$ cat src/rtl/seg7_mux_driver.sv
// Time-multiplexed driver for an N-digit common-anode 7-segment display.
// Shared active-low seg/dp bus and one active-low anode per digit. Digit data
// is double buffered: loads land in a shadow buffer, and the display buffer
// only takes the shadow contents at a frame boundary, so a frame never tears.
// Each digit slot opens with a short all-anodes-off window to hide ghosting.
// All pin outputs are registered, one cycle behind the scan counters.
module seg7_mux_driver #(
  parameter int NUM_DIGITS   = 4,
  parameter int REFRESH_DIV  = 50000,
  parameter int BLANK_CYCLES = 500,
  parameter int LZ_BLANK     = 1
) (
  input  logic                    clk,
  input  logic                    rst_n,
  input  logic [4*NUM_DIGITS-1:0] bcd,
  input  logic [NUM_DIGITS-1:0]   dp_in,
  input  logic                    load,
  input  logic                    blank_en,
  output logic [6:0]              seg,
  output logic                    dp,
  output logic [NUM_DIGITS-1:0]   an,
  output logic                    frame_done
);

  localparam int CW = (REFRESH_DIV > 1) ? $clog2(REFRESH_DIV) : 1;
  localparam int IW = (NUM_DIGITS > 1) ? $clog2(NUM_DIGITS) : 1;
  localparam logic [CW-1:0] CNT_LAST  = CW'(REFRESH_DIV - 1);
  localparam logic [CW-1:0] CNT_BLANK = CW'(BLANK_CYCLES);
  localparam logic [IW-1:0] IDX_LAST  = IW'(NUM_DIGITS - 1);

  typedef enum logic {
    S_BLANK = 1'b0,
    S_DRIVE = 1'b1
  } slot_state_e;

  // With no blank window every slot starts straight in DRIVE.
  localparam slot_state_e RESET_STATE = (BLANK_CYCLES > 0) ? S_BLANK : S_DRIVE;

  logic [CW-1:0]           cnt_q, cnt_d;
  logic [IW-1:0]           idx_q, idx_d;
  slot_state_e             state_q, state_d;
  logic                    cnt_wrap;
  logic                    frame_end;

  logic [4*NUM_DIGITS-1:0] shadow_bcd_q, shadow_bcd_d;
  logic [NUM_DIGITS-1:0]   shadow_dp_q, shadow_dp_d;
  logic [4*NUM_DIGITS-1:0] disp_bcd_q, disp_bcd_d;
  logic [NUM_DIGITS-1:0]   disp_dp_q, disp_dp_d;

  logic [NUM_DIGITS-1:0]   lz_mask;
  logic                    all_zero;
  logic [3:0]              cur_digit;
  logic                    cur_dp;
  logic                    cur_lz;

  logic [6:0]              seg_q, seg_d;
  logic                    dp_q, dp_d;
  logic [NUM_DIGITS-1:0]   an_q, an_d;
  logic                    frame_done_q, frame_done_d;

  // Segment pattern for one BCD digit; codes above 9 show nothing.
  function automatic logic [6:0] decode(input logic [3:0] v);
    case (v)
      4'd0:    decode = 7'b0000001;
      4'd1:    decode = 7'b1001111;
      4'd2:    decode = 7'b0010010;
      4'd3:    decode = 7'b0000110;
      4'd4:    decode = 7'b1001100;
      4'd5:    decode = 7'b0100100;
      4'd6:    decode = 7'b0100000;
      4'd7:    decode = 7'b0001111;
      4'd8:    decode = 7'b0000000;
      4'd9:    decode = 7'b0000100;
      default: decode = 7'b1111111;
    endcase
  endfunction

  assign cnt_wrap  = (cnt_q == CNT_LAST);
  assign frame_end = cnt_wrap && (idx_q == IDX_LAST);

  // Prescaler and digit index: idx steps once per slot, wrapping after the last digit.
  always_comb begin
    cnt_d = cnt_wrap ? '0 : cnt_q + 1'b1;
    idx_d = idx_q;
    if (cnt_wrap) begin
      idx_d = (idx_q == IDX_LAST) ? '0 : idx_q + 1'b1;
    end
  end

  // Slot FSM next state: state_q always describes the slot phase of the current cnt_q.
  always_comb begin
    state_d = state_q;
    case (state_q)
      S_BLANK: if (cnt_d >= CNT_BLANK) state_d = S_DRIVE;
      S_DRIVE: if (cnt_wrap && (BLANK_CYCLES > 0)) state_d = S_BLANK;
      default: state_d = RESET_STATE;
    endcase
  end

  // Scan counters and slot state registers.
  always_ff @(posedge clk or negedge rst_n) begin
    if (!rst_n) begin
      cnt_q   <= '0;
      idx_q   <= '0;
      state_q <= RESET_STATE;
    end else begin
      cnt_q   <= cnt_d;
      idx_q   <= idx_d;
      state_q <= state_d;
    end
  end

  // Double buffer: a load coincident with frame end bypasses straight into the display buffer.
  always_comb begin
    shadow_bcd_d = load ? bcd   : shadow_bcd_q;
    shadow_dp_d  = load ? dp_in : shadow_dp_q;
    disp_bcd_d   = frame_end ? shadow_bcd_d : disp_bcd_q;
    disp_dp_d    = frame_end ? shadow_dp_d  : disp_dp_q;
  end

  // Shadow and display buffer registers.
  always_ff @(posedge clk or negedge rst_n) begin
    if (!rst_n) begin
      shadow_bcd_q <= '0;
      shadow_dp_q  <= '0;
      disp_bcd_q   <= '0;
      disp_dp_q    <= '0;
    end else begin
      shadow_bcd_q <= shadow_bcd_d;
      shadow_dp_q  <= shadow_dp_d;
      disp_bcd_q   <= disp_bcd_d;
      disp_dp_q    <= disp_dp_d;
    end
  end

  // Leading-zero mask: digit i is a leading zero when it and every higher digit are 0; digit 0 never is.
  always_comb begin
    lz_mask  = '0;
    all_zero = 1'b1;
    for (int i = NUM_DIGITS - 1; i >= 1; i--) begin
      all_zero   = all_zero & (disp_bcd_q[4*i +: 4] == 4'd0);
      lz_mask[i] = all_zero;
    end
  end

  // Pick the display digit, dp bit and blank flag for the current index, and form the next pin values.
  always_comb begin
    cur_digit    = 4'd0;
    cur_dp       = 1'b0;
    cur_lz       = 1'b0;
    seg_d        = 7'b1111111;
    dp_d         = 1'b1;
    an_d         = '1;
    frame_done_d = frame_end;
    for (int i = 0; i < NUM_DIGITS; i++) begin
      if (idx_q == IW'(i)) begin
        cur_digit = disp_bcd_q[4*i +: 4];
        cur_dp    = disp_dp_q[i];
        cur_lz    = lz_mask[i];
        if (state_q == S_DRIVE) an_d[i] = 1'b0;
      end
    end
    if (state_q == S_DRIVE) begin
      seg_d = ((LZ_BLANK != 0) && blank_en && cur_lz) ? 7'b1111111 : decode(cur_digit);
      dp_d  = ~cur_dp;
    end
  end

  // Registered pin drivers.
  always_ff @(posedge clk or negedge rst_n) begin
    if (!rst_n) begin
      seg_q        <= 7'b1111111;
      dp_q         <= 1'b1;
      an_q         <= '1;
      frame_done_q <= 1'b0;
    end else begin
      seg_q        <= seg_d;
      dp_q         <= dp_d;
      an_q         <= an_d;
      frame_done_q <= frame_done_d;
    end
  end

  assign seg        = seg_q;
  assign dp         = dp_q;
  assign an         = an_q;
  assign frame_done = frame_done_q;

endmodule

$ cat config.mk
export PLATFORM = sky130hd
export DESIGN_NAME = seg7_mux_driver
export DESIGN_NICKNAME = d
export VERILOG_FILES = /design/src/rtl/seg7_mux_driver.sv
export SDC_FILE = /design/constraint.sdc
export NUM_CORES = 1
export LEC_CHECK = 0
export BUFFER_PORTS_ARGS = -buffer_cell sky130_fd_sc_hd__buf_2
export CAP_MARGIN = 5
export CORE_MARGIN = 5
export CORE_UTILIZATION = 55
export DETAILED_ROUTE_END_ITERATION = 7
export PLACE_DENSITY = 0.86
export SLEW_MARGIN = 20
export SYNTH_ARGS = -nofsm -noshare
export SYNTH_HDL_FRONTEND = slang
export SYNTH_SLANG_ARGS = --single-unit
$ cat constraint.sdc
create_clock -name clk -period 3.9 [get_ports clk]
set_clock_uncertainty 0.1 [all_clocks]
set_input_delay 0.39 -clock clk [delete_from_list [all_inputs] [get_ports clk]]
set_output_delay 0.39 -clock clk [all_outputs]
set_load 0.05 [all_outputs]
# --- Word-level counts from Yosys, hierarchy flattened ---
# Memory sizes are Yosys's and may differ from the RTL's.
# Index checks and enable logic that the tools add are counted.
totals:
  regBits: 72
  romBits: 112
  in_bits: 24
  word_cells: 55
  n_memories: 1
memory_table:
  columns: ["memory", "depth", "word_bits", "rd", "rd_ports_with_merged_regs", "wr", "line", "text"]
  rows:
  - ["(name not given)", 16, 7, 1, 0, 0, "63", "case (v)"]
classes:
  addsub: 2
  magnitude_cmp: 1
  n_eq_ne: 4
  muxes: 26
  n_bitwise: 4
  reduce_logical: 6
op_table:
  columns: ["cell", "count"]
  rows:
  - ["16-bit two-way mux", 2]
  - ["4-bit two-way mux", 5]
  - ["16-bit by 1-bit adder with 16-bit output (second input constant)", 1]
  - ["16-bit equality test (second input constant)", 1]
  - ["16-bit by 9-bit greater-or-equal comparator with 1-bit output (second input constant)", 1]
  - ["1-bit two-way mux", 15]
  - ["7-bit two-way mux", 2]
  - ["4-bit logical NOT", 3]
  - ["2-bit equality test (second input constant)", 2]
  - ["2-bit by 1-bit adder with 2-bit output (second input constant)", 1]
  - ["1-bit AND", 2]
  - ["2-bit by 1-bit equality test with 1-bit output (second input constant)", 1]
  - ["1-bit logical AND", 2]
  - ["2-bit logical NOT", 1]
  - ["2-bit two-way mux", 1]
  - ["1-bit inverter", 2]
  - ["1-bit one-hot mux with 2 select lines", 1]

# --- Longest topological paths before layout ---
# Gate-level depths: netlist (run 1).
depth:
  depth_word: 9
  depth_mapped: 12

# --- Worst setup path before layout (run 1) ---
# No wires, ideal clock.
synth_path:
  path_type: "register to register"
  startpoint: "register idx_q[1]"
  endpoint: "register seg_q[0] (netlist: seg[0])"
  setup_ps: 77
  t_arrival_ps: 2180
  required_time_ps: 3723
  path_slack_ps: 1543
  stages_incl_launch_ff: 11
  n_path_buf: 1
  period_less_slack_ps: 2357
  path_cell_list: "dfrtp_1 -> inv_1 -> ha_1 -> clkbuf_1 -> nand3b_1 -> a221oi_1 -> a21oi_1 -> inv_1 -> ha_1 -> or3_1 -> a21o_1"
synth_via:
  elab_chain_len: 8
  word_cells_on_any_way: 15
  classes_between: "eq/ne: 3; mux: 9; reduce/logical: 2; memory: 1"
synth_lines:
  columns: ["element", "line", "text"]
  rows:
  - ["from (decl)", "40", "logic [IW-1:0] idx_q, idx_d;"]
  - ["from (signal assigned)", "108", "idx_q <= idx_d;"]
  - ["2-bit logical NOT", "156", "if (idx_q == IW'(i)) begin"]
  - ["4-bit two-way mux (4 in a row)", "156", null]
  - ["memory 16 x 7 bit", null, null]
  - ["7-bit two-way mux *", "164", "seg_d = ((LZ_BLANK != 0) && blank_en && cur_lz) ? 7'b1111111 : decode(cur_digit);"]
  - ["7-bit two-way mux *", "163", "if (state_q == S_DRIVE) begin"]
  - ["net seg_d[0]", "56", "logic [6:0] seg_q, seg_d;"]
  - ["to (signal assigned)", "177", "seg_q <= seg_d;"]
  - ["to (decl)", "56", null]
# Mark *: on every way through the listed nets, which the timed path passes. The rest lies on a longest branch.
# A chain may end at the register's enable or synchronous reset.

# --- Worst setup path after layout (run 1) ---
layout_path:
  startpoint: "register cnt_q[11]"
  endpoint: "register disp_bcd_q[15]"
layout_via:
  elab_chain_len: 2
layout_lines:
  columns: ["element", "line", "text"]
  rows:
  - ["from (decl)", "39", "logic [CW-1:0] cnt_q, cnt_d;"]
  - ["from (signal assigned)", "107", "cnt_q <= cnt_d;"]
  - ["16-bit equality test", "78", "assign cnt_wrap = (cnt_q == CNT_LAST);"]
  - ["1-bit logical AND", "79", "assign frame_end = cnt_wrap && (idx_q == IDX_LAST);"]
  - ["to (signal assigned)", "131", "disp_bcd_q <= disp_bcd_d;"]
  - ["to (decl)", "47", "logic [4*NUM_DIGITS-1:0] disp_bcd_q, disp_bcd_d;"]
# Every way passes these cells.

==> results.md, run 1 <==
- Initial Util: 0.573
- Deepest clock path buffer count: 2
- Site Rows: 28
- Startpoint class of the critical path: flip-flop
- Initial DRC Count: 129
- Tmin final: 2.75 ns
- DRC Markers: 0
- Total Neg Setup Slack: 0 ns
- Initial antenna violation count: 0
- Capturing point of the worst reg2reg path: disp_bcd_q[15]$_DFFE_PN0P_
- Yosys reg bits: 72
- Final Max Tran Viols: 0
- RSZ-0062 raised after global routing: false
- R2R Setup Slk: between 1 and 1.5 ns
- Largest net degree at the start of global routing: 39
- Fin. Hold Viols: 0
- Leading area contributor after synthesis: dfrtp_1
- Htree depth: 3
- Final Non-Filler Cells: 409
- Synth Warn #: 0
- Die area: 0.00792 mm²
- Final period util: 0.706
- Placeable Area: 0.00599 mm²
- Root Buffer: clkbuf_8
- Wire length per cell: approximately 17 µm
- Post-DRT Antenna Nets: 0
- Die height: 89.0 µm
- Total GRT Usage: 0.188
- Setup crit start: cnt_q[11]$_DFF_PN0_
- Vias in the first global route: between 2,000 and 2,500
- Worst path cell trace: or4b_4 > nor4_1 > and2_1 > mux2_2
- WP data required: about 4.0 ns
- Primary FF master, synth: dfrtp_1
- Asr flop ratio synth: 1.00
- Worst EP arrival: 2.89 ns
- Worst reg2reg path startpoint: cnt_q[11]$_DFF_PN0_
- Post-synth cell types: 50
- TritonCTS Buffers: 9
- VDD IR max: 0.235 mV
- Fillers: 476
- DR vias: 2,366
- Share of layout cells above drive strength 1: 0.284
- Crit-path max FO: 21
- Number of synthesized flops with an enable pin: 0
- PD cells: ~370 mW/mm²
- Max-cap violations: 0
- Vias per cell: 5.78
- Diodes inserted: 0
- Most common cell in the synthesized netlist: dfrtp_1
- RePlAce Congestion: a little under 0.9
- Top post-synthesis cells by area: dfrtp_1, dfstp_2, mux2_2
- Grt total ovfl: 0
- Status: completed
- Synth cell count leaders: dfrtp_1, mux2_2, nand2_1
- Slowest cell on crit path: and2_1
- Slew headroom: 0.338
- Final Setup Violations: 0
- Cell count after synthesis: 293
- Slew @ Worst Pin: ~0.99 ns
- Setup WS post-layout: between 1 and 1.5 ns
- Worst Setup End Kind: flip-flop
- First-pass GRT wire length: 11.4 mm
- Synthesized cell area: 0.00343 mm²
- FF-to-FF path depth: 4
- Synthesized area per cell: 11.7 µm²
- Clk Latency, worst-skew pair: 0.35 ns
- Sequential share of the synthesized area: 0.529
- Area added between synthesis and finish: 12.3%
- Number of nets in the layout: ~360
- I/O pins: 37
- Setup WS pre-CTS: roughly 1.2 ns
- Clk slew on worst S/H paths: 0.08 ns
- Synth Net Count: approximately 330
- Resized cells post-CTS: 0
- DR pass1 iterations: 5
- CTS tree: done
- Leakage: between 1.5 and 2 nW
- Detailed Route WL: 6.86 mm
- Worst hold path type: in -> async
- Area fraction of the dominant cell type after synthesis: 0.437
- Post-CTS Setup Bufs: 0
- DP Cell Count: roughly 390
- Clock sinks: 72
- Die Span X: 89.0 µm
- Number of buffers added on ports: 36
- FMAX: 0.363 GHz
- Hold buffers post-CTS: 0
- WS Path Type: reg -> reg
- Dpl hpwl: 4.82 mm
- Max incr delay on CP: 0.81 ns
-- how the worst max path moves through the flow --
stage / endpoint / slack (ns)
2_1_floorplan: seg[0]$_DFF_PN1_ / 1.54
4_1_cts: disp_bcd_q[15]$_DFFE_PN0P_ / 1.16
5_1_grt: disp_bcd_q[15]$_DFFE_PN0P_ / 1.03
3_5_place_dp: disp_dp_q[1]$_DFFE_PN0P_ / 1.19
6_report: disp_bcd_q[15]$_DFFE_PN0P_ / 1.15
3_3_place_gp: disp_dp_q[1]$_DFFE_PN0P_ / 1.26
-- state kept, by name, indices dropped and copies added, names as in the netlist --
name,cells
an,4
cnt_q,16
disp_bcd_q,16
disp_dp_q,4
dp,1
frame_done,1
idx_q,2
seg,7
shadow_bcd_q,16
shadow_dp_q,4
state_q,1
-- power breakdown --
group | total [mW] | switching (mW) | internal [mW]
clock | 0.601 | 0.287 | 0.315
combinational | 0.0613 | 0.0335 | 0.0278
sequential | 0.773 | 0.00545 | 0.767
-- stage by stage --
| stage | area [µm²] | total power [mW] | hold slack (ns) | util |
|---|---|---|---|---|
| 2_1_floorplan | 3430 | 0.813 | -0.00559 | - |
| 3_3_place_gp | 3650 | 0.844 | 0.379 | 0.609 |
| 3_5_place_dp | 3650 | 0.850 | 0.378 | 0.609 |
| 4_1_cts | 3860 | 1.45 | 0.0408 | 0.644 |
| 5_1_grt | 3860 | 1.50 | 0.0796 | 0.644 |
| 6_report | 3860 | 1.44 | 0.0334 | 0.644 |
-- layer usage --
| layer | part of all wire | vias to the layer above | global-route usage |
|---|---|---|---|
| met2 | 0.52 | 61 | 0.323 |
| met3 | 0.051 | 12 | 0.0461 |
| li1 | - | 1124 | - |
| met1 | 0.42 | 1169 | 0.226 |
| met4 | 0.014 | 0 | 0.0785 |
| met5 | 0 | - | 0 |
-- area by class of cell --
class                   count  area, µm²  share of cell area
flip-flops and latches     72       1820               0.471
well taps                  75       93.8              0.0243
clock buffers              10        138              0.0357
multi-input cells         198       1510               0.391
repair buffers             38        195              0.0506
inverters                  10       37.5             0.00973
clock inverters             6       67.6              0.0175
-- cells by family after synthesis --
group	after synthesis	share of synthesized area
AO/OA/AOI/OAI	47	0.0914
XOR/XNOR	13	0.0332
adder cells (fa/ha/maj)	11	0.0401
buffers and inverters	23	0.0321
flip-flops	72	0.529
multiplexers	40	0.130
AND/OR/NAND/NOR	87	0.144
-- layout by cell type (no fill, tap or decap), drive strengths merged, types with 9 or more instances in the layout --
cell type,count
a21oi,11
buf,38
clkbuf,10
dfrtp,60
dfstp,12
ha,11
inv,11
mux2,37
nand2,19
nand3,10
nor2,9
o21ai,12
-- worst max-delay path: cells and delay by family, from the launching register on --
family / cells / cell delay (ns)
muxes: 1 / 0.42
DFF: 1 / 0.45
and+or+nand+nor: 3 / 1.66
No activity file was read; power rests on OpenSTA's default activity.
==> run 2, diff against run 1 <==
Clock period 3.9 ns to 2.86 ns, I/O delays scaled along.
==> results.md, run 2 (synthesized netlist as in run 1, its figures left out) <==
- Die height: 89.0 µm (unchanged)
- Slew headroom: 0.550 (+0.213)
- Hold Path Cell Cnt: 2
- Most frequent cells in the layout: dfrtp_1, buf_2, mux2_2, nand2_1, mux2_1
- Initial antenna violation count: 0 (unchanged)
- I/O pins: 37 (unchanged)
- Fin. Hold Viols: 0 (unchanged)
- DP Cell Count: 395 (+0.51%)
- Placeable Area: 0.00599 mm² (unchanged)
- DRC Markers: 0 (unchanged)
- Switching pwr: 424 µW (+30%)
- VDD IR max: 0.367 mV (+57%)
- Site Rows: 28 (unchanged)
- Wire length per cell: 16.1 µm (-4.0%)
- Final Max Tran Viols: 0 (unchanged)
- Grt total ovfl: 0 (unchanged)
- Setup crit start: idx_q[0]$_DFFE_PN0N_
- RSZ-0062 raised after global routing: false
- Vias in the first global route: 2,297 (-7.5%)
- Root Buffer: clkbuf_8
- WS Path Type: reg -> reg
- Leakage: 1.81 nW (+2.4%)
- Combinational Power Share: 0.040 (-0.003)
- Vias per cell: 5.61 (-3.0%)
- Die Span X: 89.0 µm (unchanged)
- Status: completed
- Final Non-Filler Cells: 412 (+0.73%)
- Clk Latency, worst-skew pair: 0.35 ns (about the same)
- Initial Util: 0.573 (unchanged)
- Largest net degree at the start of global routing: 38 (-2.6%)
- Seq pwr share: 0.499 (-0.039)
- Diodes inserted: 0 (unchanged)
- Resized cells post-CTS: 0 (unchanged)
- Initial DRC Count: 169 (+31%)
- Crit-path max FO: 12 (-43%)
- Final Setup Violations: 0 (unchanged)
- Max-cap violations: 0 (unchanged)
- First-pass GRT wire length: 11.1 mm (-2.8%)
- Clk network pwr share: 0.462 (+0.043)
- Final instance area: 0.00393 mm² (+2.0%)
- PD cells: 537 mW/mm² (+44%)
- Clock sinks: 72 (unchanged)
- FF-to-FF path depth: 11 (+7)
- Share of layout cells above drive strength 1: 0.285 (+0.000435)
- Final core occ: 0.657 (+0.0129)
- Detailed Route WL: 6.64 mm (-3.3%)
- Placed Area: 0.00368 mm² (+0.75%)
- FMAX: 0.384 GHz (+5.6%)
- Capturing point of the worst reg2reg path: seg[2]$_DFF_PN1_
- Total GRT Usage: 0.184 (-0.00358)
- Int Pwr: 1.69 mW (+52%)
- Clk slew on worst S/H paths: 0.07 ns (about the same)
- Number of buffers added on ports: 36 (unchanged)
- Worst hold path type: in -> reg
- Total Neg Setup Slack: 0 ns (unchanged)
- CTS tree: done
- Area added between synthesis and finish: 14.5%
- Worst Setup End Kind: flip-flop
- Startpoint class of the critical path: flip-flop
- TritonCTS Buffers: 9 (unchanged)
- Number of nets in the layout: 367 (+0.82%)
- Deepest clock path buffer count: 2 (unchanged)
- Dpl hpwl: 4.64 mm (-3.8%)
- Htree depth: 3 (unchanged)
- Worst EP arrival: 2.80 ns (-0.09 ns)
- Post-DRT Antenna Nets: 0 (unchanged)
- Worst setup path endpoint: seg[2]$_DFF_PN1_
- Final period util: 0.912 (+0.206)
- Switching Share: 0.201 (-0.0262)
- Die area: 0.00792 mm² (unchanged)
- DR vias: 2,311 (-2.3%)
- R2R Setup Slk: 0.25 ns (-0.90 ns)
- Slew @ Worst Pin: 0.675 ns (-0.311 ns)
- DR pass1 iterations: 4 (-1)
- WP data required: 3.05 ns (-0.99 ns)
- Tmin final: 2.61 ns (-0.145 ns)
- Commonest non-fill, non-tap cell in the layout: dfrtp_1
- RePlAce Congestion: 0.835 (-4.1%)
- Largest registers: cnt_q x16, disp_bcd_q x16, shadow_bcd_q x16
- Worst reg2reg path startpoint: idx_q[0]$_DFFE_PN0N_
run 2: cell types whose count changed in the layout (fill, tap and decap cells not counted):
cell,change
bufinv_16,+2
clkinvlp_4,-2
dlygate4sd3_1,+1
buf_4,+1
buf_12,+1
clkbuf_1,+1
inv_6,-1
run 2: routing by layer:
metal  vias up  track usage  part of all wire
met1      1106        0.239              0.43
met5         -            0                 0
met3         7       0.0571             0.067
li1       1131            -                 -
met4         0       0.0555             0.012
met2        67        0.299              0.49
run 2: cell type report:
cell class	count	area, µm²
Sequential cell	72	1820
Clock inverter	5	104
Inverter	10	37.5
Clock buffer	11	141
Fill cell	451	2060
Multi-Input combinational cell	198	1510
Timing Repair Buffer	41	233
Tap cell	75	93.8
run 2: how the worst min path moves through the flow:
stage / start / end / slack (ns)
finish: bcd[3] / shadow_bcd_q[3]$_DFF_PN0_ / 0.09
global route: bcd[13] / shadow_bcd_q[13]$_DFF_PN0_ / 0.07
CTS: bcd[8] / shadow_bcd_q[8]$_DFF_PN0_ / 0.08
detailed placement: rst_n / shadow_bcd_q[5]$_DFF_PN0_ / 0.27
global placement: rst_n / shadow_bcd_q[7]$_DFF_PN0_ / 0.25
floorplan: rst_n / cnt_q[0]$_DFF_PN0_ / -0.11
run 2: worst max-delay path: stages, from the launching register on:
cell and delay [ns]:
dfrtp_1 0.43, inv_1 0.11, ha_1 0.38, a21oi_1 0.07, a221oi_1 0.53, or2_2 0.25
inv_1 0.09, ha_1 0.19, inv_1 0.07, a21oi_1 0.04, o21ai_0 0.16, a21o_1 0.14
run 2: power by group through the flow:
| stage | sequential, mW | clock, mW | combinational, mW |
|---|---|---|---|
| floorplan | 1.07 | 0 | 0.0393 |
| global placement | 1.07 | 0 | 0.0815 |
| detailed placement | 1.07 | 0 | 0.0855 |
| CTS | 1.05 | 0.988 | 0.0867 |
| global route | 1.06 | 1.06 | 0.0952 |
| finish | 1.05 | 0.976 | 0.0843 |
run 2: what timing repair did:
action	in CTS	in global routing
hold buffers	1	0
endpoints found under the setup margin	0	0
buffers inserted	0	0
hold endpoints to repair	60	0
run 2: metrics by stage:
step	power [mW]	hold WS, ns	setup WS, ns
5_1_grt	2.21	0.0729	0.0461
3_3_place_gp	1.15	0.255	0.344
4_1_cts	2.13	0.0799	0.250
6_report	2.11	0.0913	0.253
2_1_floorplan	1.11	-0.110	0.503
3_5_place_dp	1.16	0.270	0.260
==> run 3, diff against run 2 <==
Settings changed: PLACE_DENSITY 0.86 to not set, PLACE_DENSITY_LB_ADDON set to 0.12.
==> results.md, run 3 (synthesized netlist as in run 1, its figures left out) <==
- Detailed Route WL: 6.41 mm (-3.5%)
- Die area: 0.00792 mm² (unchanged)
- Max-cap violations: 0 (unchanged)
- Clk slew on worst S/H paths: 0.06 ns (about the same)
- Met2 Resource Use GR: 0.299 (unchanged)
- Final Max Tran Viols: 0 (unchanged)
- DR vias: 2,327 (+0.69%)
- Htree depth: 3 (unchanged)
- Area added between synthesis and finish: 12.8%
- Final period util: 0.893 (-0.0182)
- DP Cell Count: 395 (unchanged)
- Initial Util: 0.573 (unchanged)
- Initial antenna violation count: 0 (unchanged)
- Clock sinks: 72 (unchanged)
- Most frequent cells in the layout: dfrtp_1, buf_2, mux2_2, nand2_1, mux2_1
- Diodes inserted: 0 (unchanged)
- Post-DRT Antenna Nets: 0 (unchanged)
- Number of nets in the layout: 367 (unchanged)
- Worst hold path type: in -> reg
- Fin. Hold Viols: 0 (unchanged)
- Status: completed
- Final Setup Violations: 0 (unchanged)
- Largest net degree at the start of global routing: 42 (+11%)
- WS Path Type: reg -> reg
- Share of layout cells above drive strength 1: 0.283 (-0.00213)
- Die Span X: 89.0 µm (unchanged)
- FF-to-FF path depth: 11 (unchanged)
- Vias in the first global route: 2,294 (-0.13%)
- Worst Setup End Kind: flip-flop
- PD cells: 490 mW/mm² (-8.8%)
- R2R Setup Slk: 0.30 ns (+0.05 ns)
- Initial DRC Count: 161 (-4.7%)
- Hold Crit Endpoint: shadow_bcd_q[13]$_DFF_PN0_
- Largest registers: cnt_q x16, disp_bcd_q x16, shadow_bcd_q x16
- RSZ-0062 raised after global routing: false
- TritonCTS Buffers: 9 (unchanged)
- Slew @ Worst Pin: 0.716 ns (+0.0416 ns)
- Tmin final: 2.56 ns (-0.0522 ns)
- Die height: 89.0 µm (unchanged)
- Dpl hpwl: 4.75 mm (+2.4%)
- Site Rows: 28 (unchanged)
- Hold Path Cell Cnt: 2 (unchanged)
- Worst EP arrival: 2.73 ns (-0.07 ns)
- Capturing point of the worst reg2reg path: seg[2]$_DFF_PN1_
- Clk Latency, worst-skew pair: 0.34 ns (about the same)
- RePlAce Congestion: 0.858 (+2.7%)
- Placeable Area: 0.00599 mm² (unchanged)
- Leakage: 1.79 nW (-1.2%)
- Hold path startpoint: bcd[13]
- Slew headroom: 0.523 (-0.0277)
- Wire length per cell: 15.6 µm (-3.3%)
- WP data required: 3.04 ns (about the same)
- Startpoint class of the critical path: flip-flop
- VDD IR max: 0.251 mV (-32%)
- Gr busiest metal: met2
- Vias per cell: 5.66 (+0.94%)
- Root Buffer: clkbuf_8
- Met1 Track Usage GR: 0.236 (-0.00369)
- Crit-path max FO: 12 (unchanged)
- CTS tree: done
- Deepest clock path buffer count: 2 (unchanged)
- I/O pins: 37 (unchanged)
- Commonest non-fill, non-tap cell in the layout: dfrtp_1
- Total GRT Usage: 0.183 (-0.00115)
- Total Neg Setup Slack: 0 ns (unchanged)
- Worst reg2reg path startpoint: idx_q[0]$_DFFE_PN0N_
- First-pass GRT wire length: 11.0 mm (-0.68%)
- Final Non-Filler Cells: 411 (-0.24%)
- Number of buffers added on ports: 36 (unchanged)
- DRC Markers: 0 (unchanged)
- Post-CTS Setup Bufs: 0 (unchanged)
- Met3 Use GR: 0.0378 (-0.0194)
- Grt total ovfl: 0 (unchanged)
- FMAX: 0.391 GHz (+2.0%)
- DR pass1 iterations: 4 (unchanged)
[run 3: cell types whose count changed in the layout (fill, tap and decap cells not counted), sizes merged]
cell | previous run | this run
bufinv | 3 | 1
clkinv | 2 | 3
[run 3: worst max-delay path by stage]
stage                    startpoint          endpoint  slack, ns  depth (start not counted)
6_report       idx_q[0]$_DFFE_PN0N_  seg[2]$_DFF_PN1_       0.30                         11
5_1_grt        idx_q[0]$_DFFE_PN0N_  seg[2]$_DFF_PN1_        0.1                         11
4_1_cts        idx_q[0]$_DFFE_PN0N_  seg[2]$_DFF_PN1_       0.33                         11
3_5_place_dp   idx_q[0]$_DFFE_PN0N_  seg[0]$_DFF_PN1_       0.36                          9
3_3_place_gp   idx_q[0]$_DFFE_PN0N_  seg[2]$_DFF_PN1_       0.46                         11
2_1_floorplan  idx_q[1]$_DFFE_PN0N_  seg[0]$_DFF_PN1_       0.50                         10
[run 3: stage by stage]
| step | hold WS (ns) | total power, mW | util | instance area (µm²) | setup WS (ns) |
|---|---|---|---|---|---|
| floorplan | -0.110 | 1.11 | - | 3430 | 0.503 |
| global placement | 0.274 | 1.15 | 0.614 | 3680 | 0.461 |
| detailed placement | 0.284 | 1.16 | 0.614 | 3680 | 0.363 |
| CTS | 0.0854 | 1.92 | 0.647 | 3870 | 0.331 |
| global route | 0.0866 | 1.99 | 0.647 | 3870 | 0.0966 |
| finish | 0.0984 | 1.90 | 0.647 | 3870 | 0.305 |
[run 3: power breakdown]
| part | switching [mW] | leakage, nW | internal, mW |
|---|---|---|---|
| registers | 0.00717 | 0.889 | 1.05 |
| logic | 0.0426 | 0.798 | 0.0405 |
| clock network | 0.343 | 0.0989 | 0.418 |
| total | 0.393 | 1.79 | 1.50 |
[run 3: worst max-delay path, stage by stage, from the launching register on]
cell	delay, ns
dfrtp_1	0.42
inv_1	0.11
ha_1	0.38
a21oi_1	0.08
a221oi_1	0.49
or2_2	0.24
inv_1	0.08
ha_1	0.18
inv_1	0.07
a21oi_1	0.04
o21ai_0	0.16
a21o_1	0.14
[run 3: repair_timing]
action                                  4_1_cts  5_1_grt
hold buffers                                  1        0
gates resized for setup                       0        0
endpoints found under the setup margin        0        0
endpoints found under the hold margin        22        0
[run 3: cell type report]
class	count	area (µm²)
Multi-Input combinational cell	198	1510
Clock buffer	11	141
Clock inverter	4	45.0
Timing Repair Buffer	41	233
Sequential cell	72	1820
Inverter	10	37.5
Fill cell	497	2120
Tap cell	75	93.8
[run 3: layer usage]
| layer | vias to the layer above | share of wire |
|---|---|---|
| li1 | 1131 | - |
| met1 | 1134 | 0.43 |
| met2 | 51 | 0.50 |
| met3 | 11 | 0.053 |
| met4 | 0 | 0.020 |
| met5 | - | 0 |
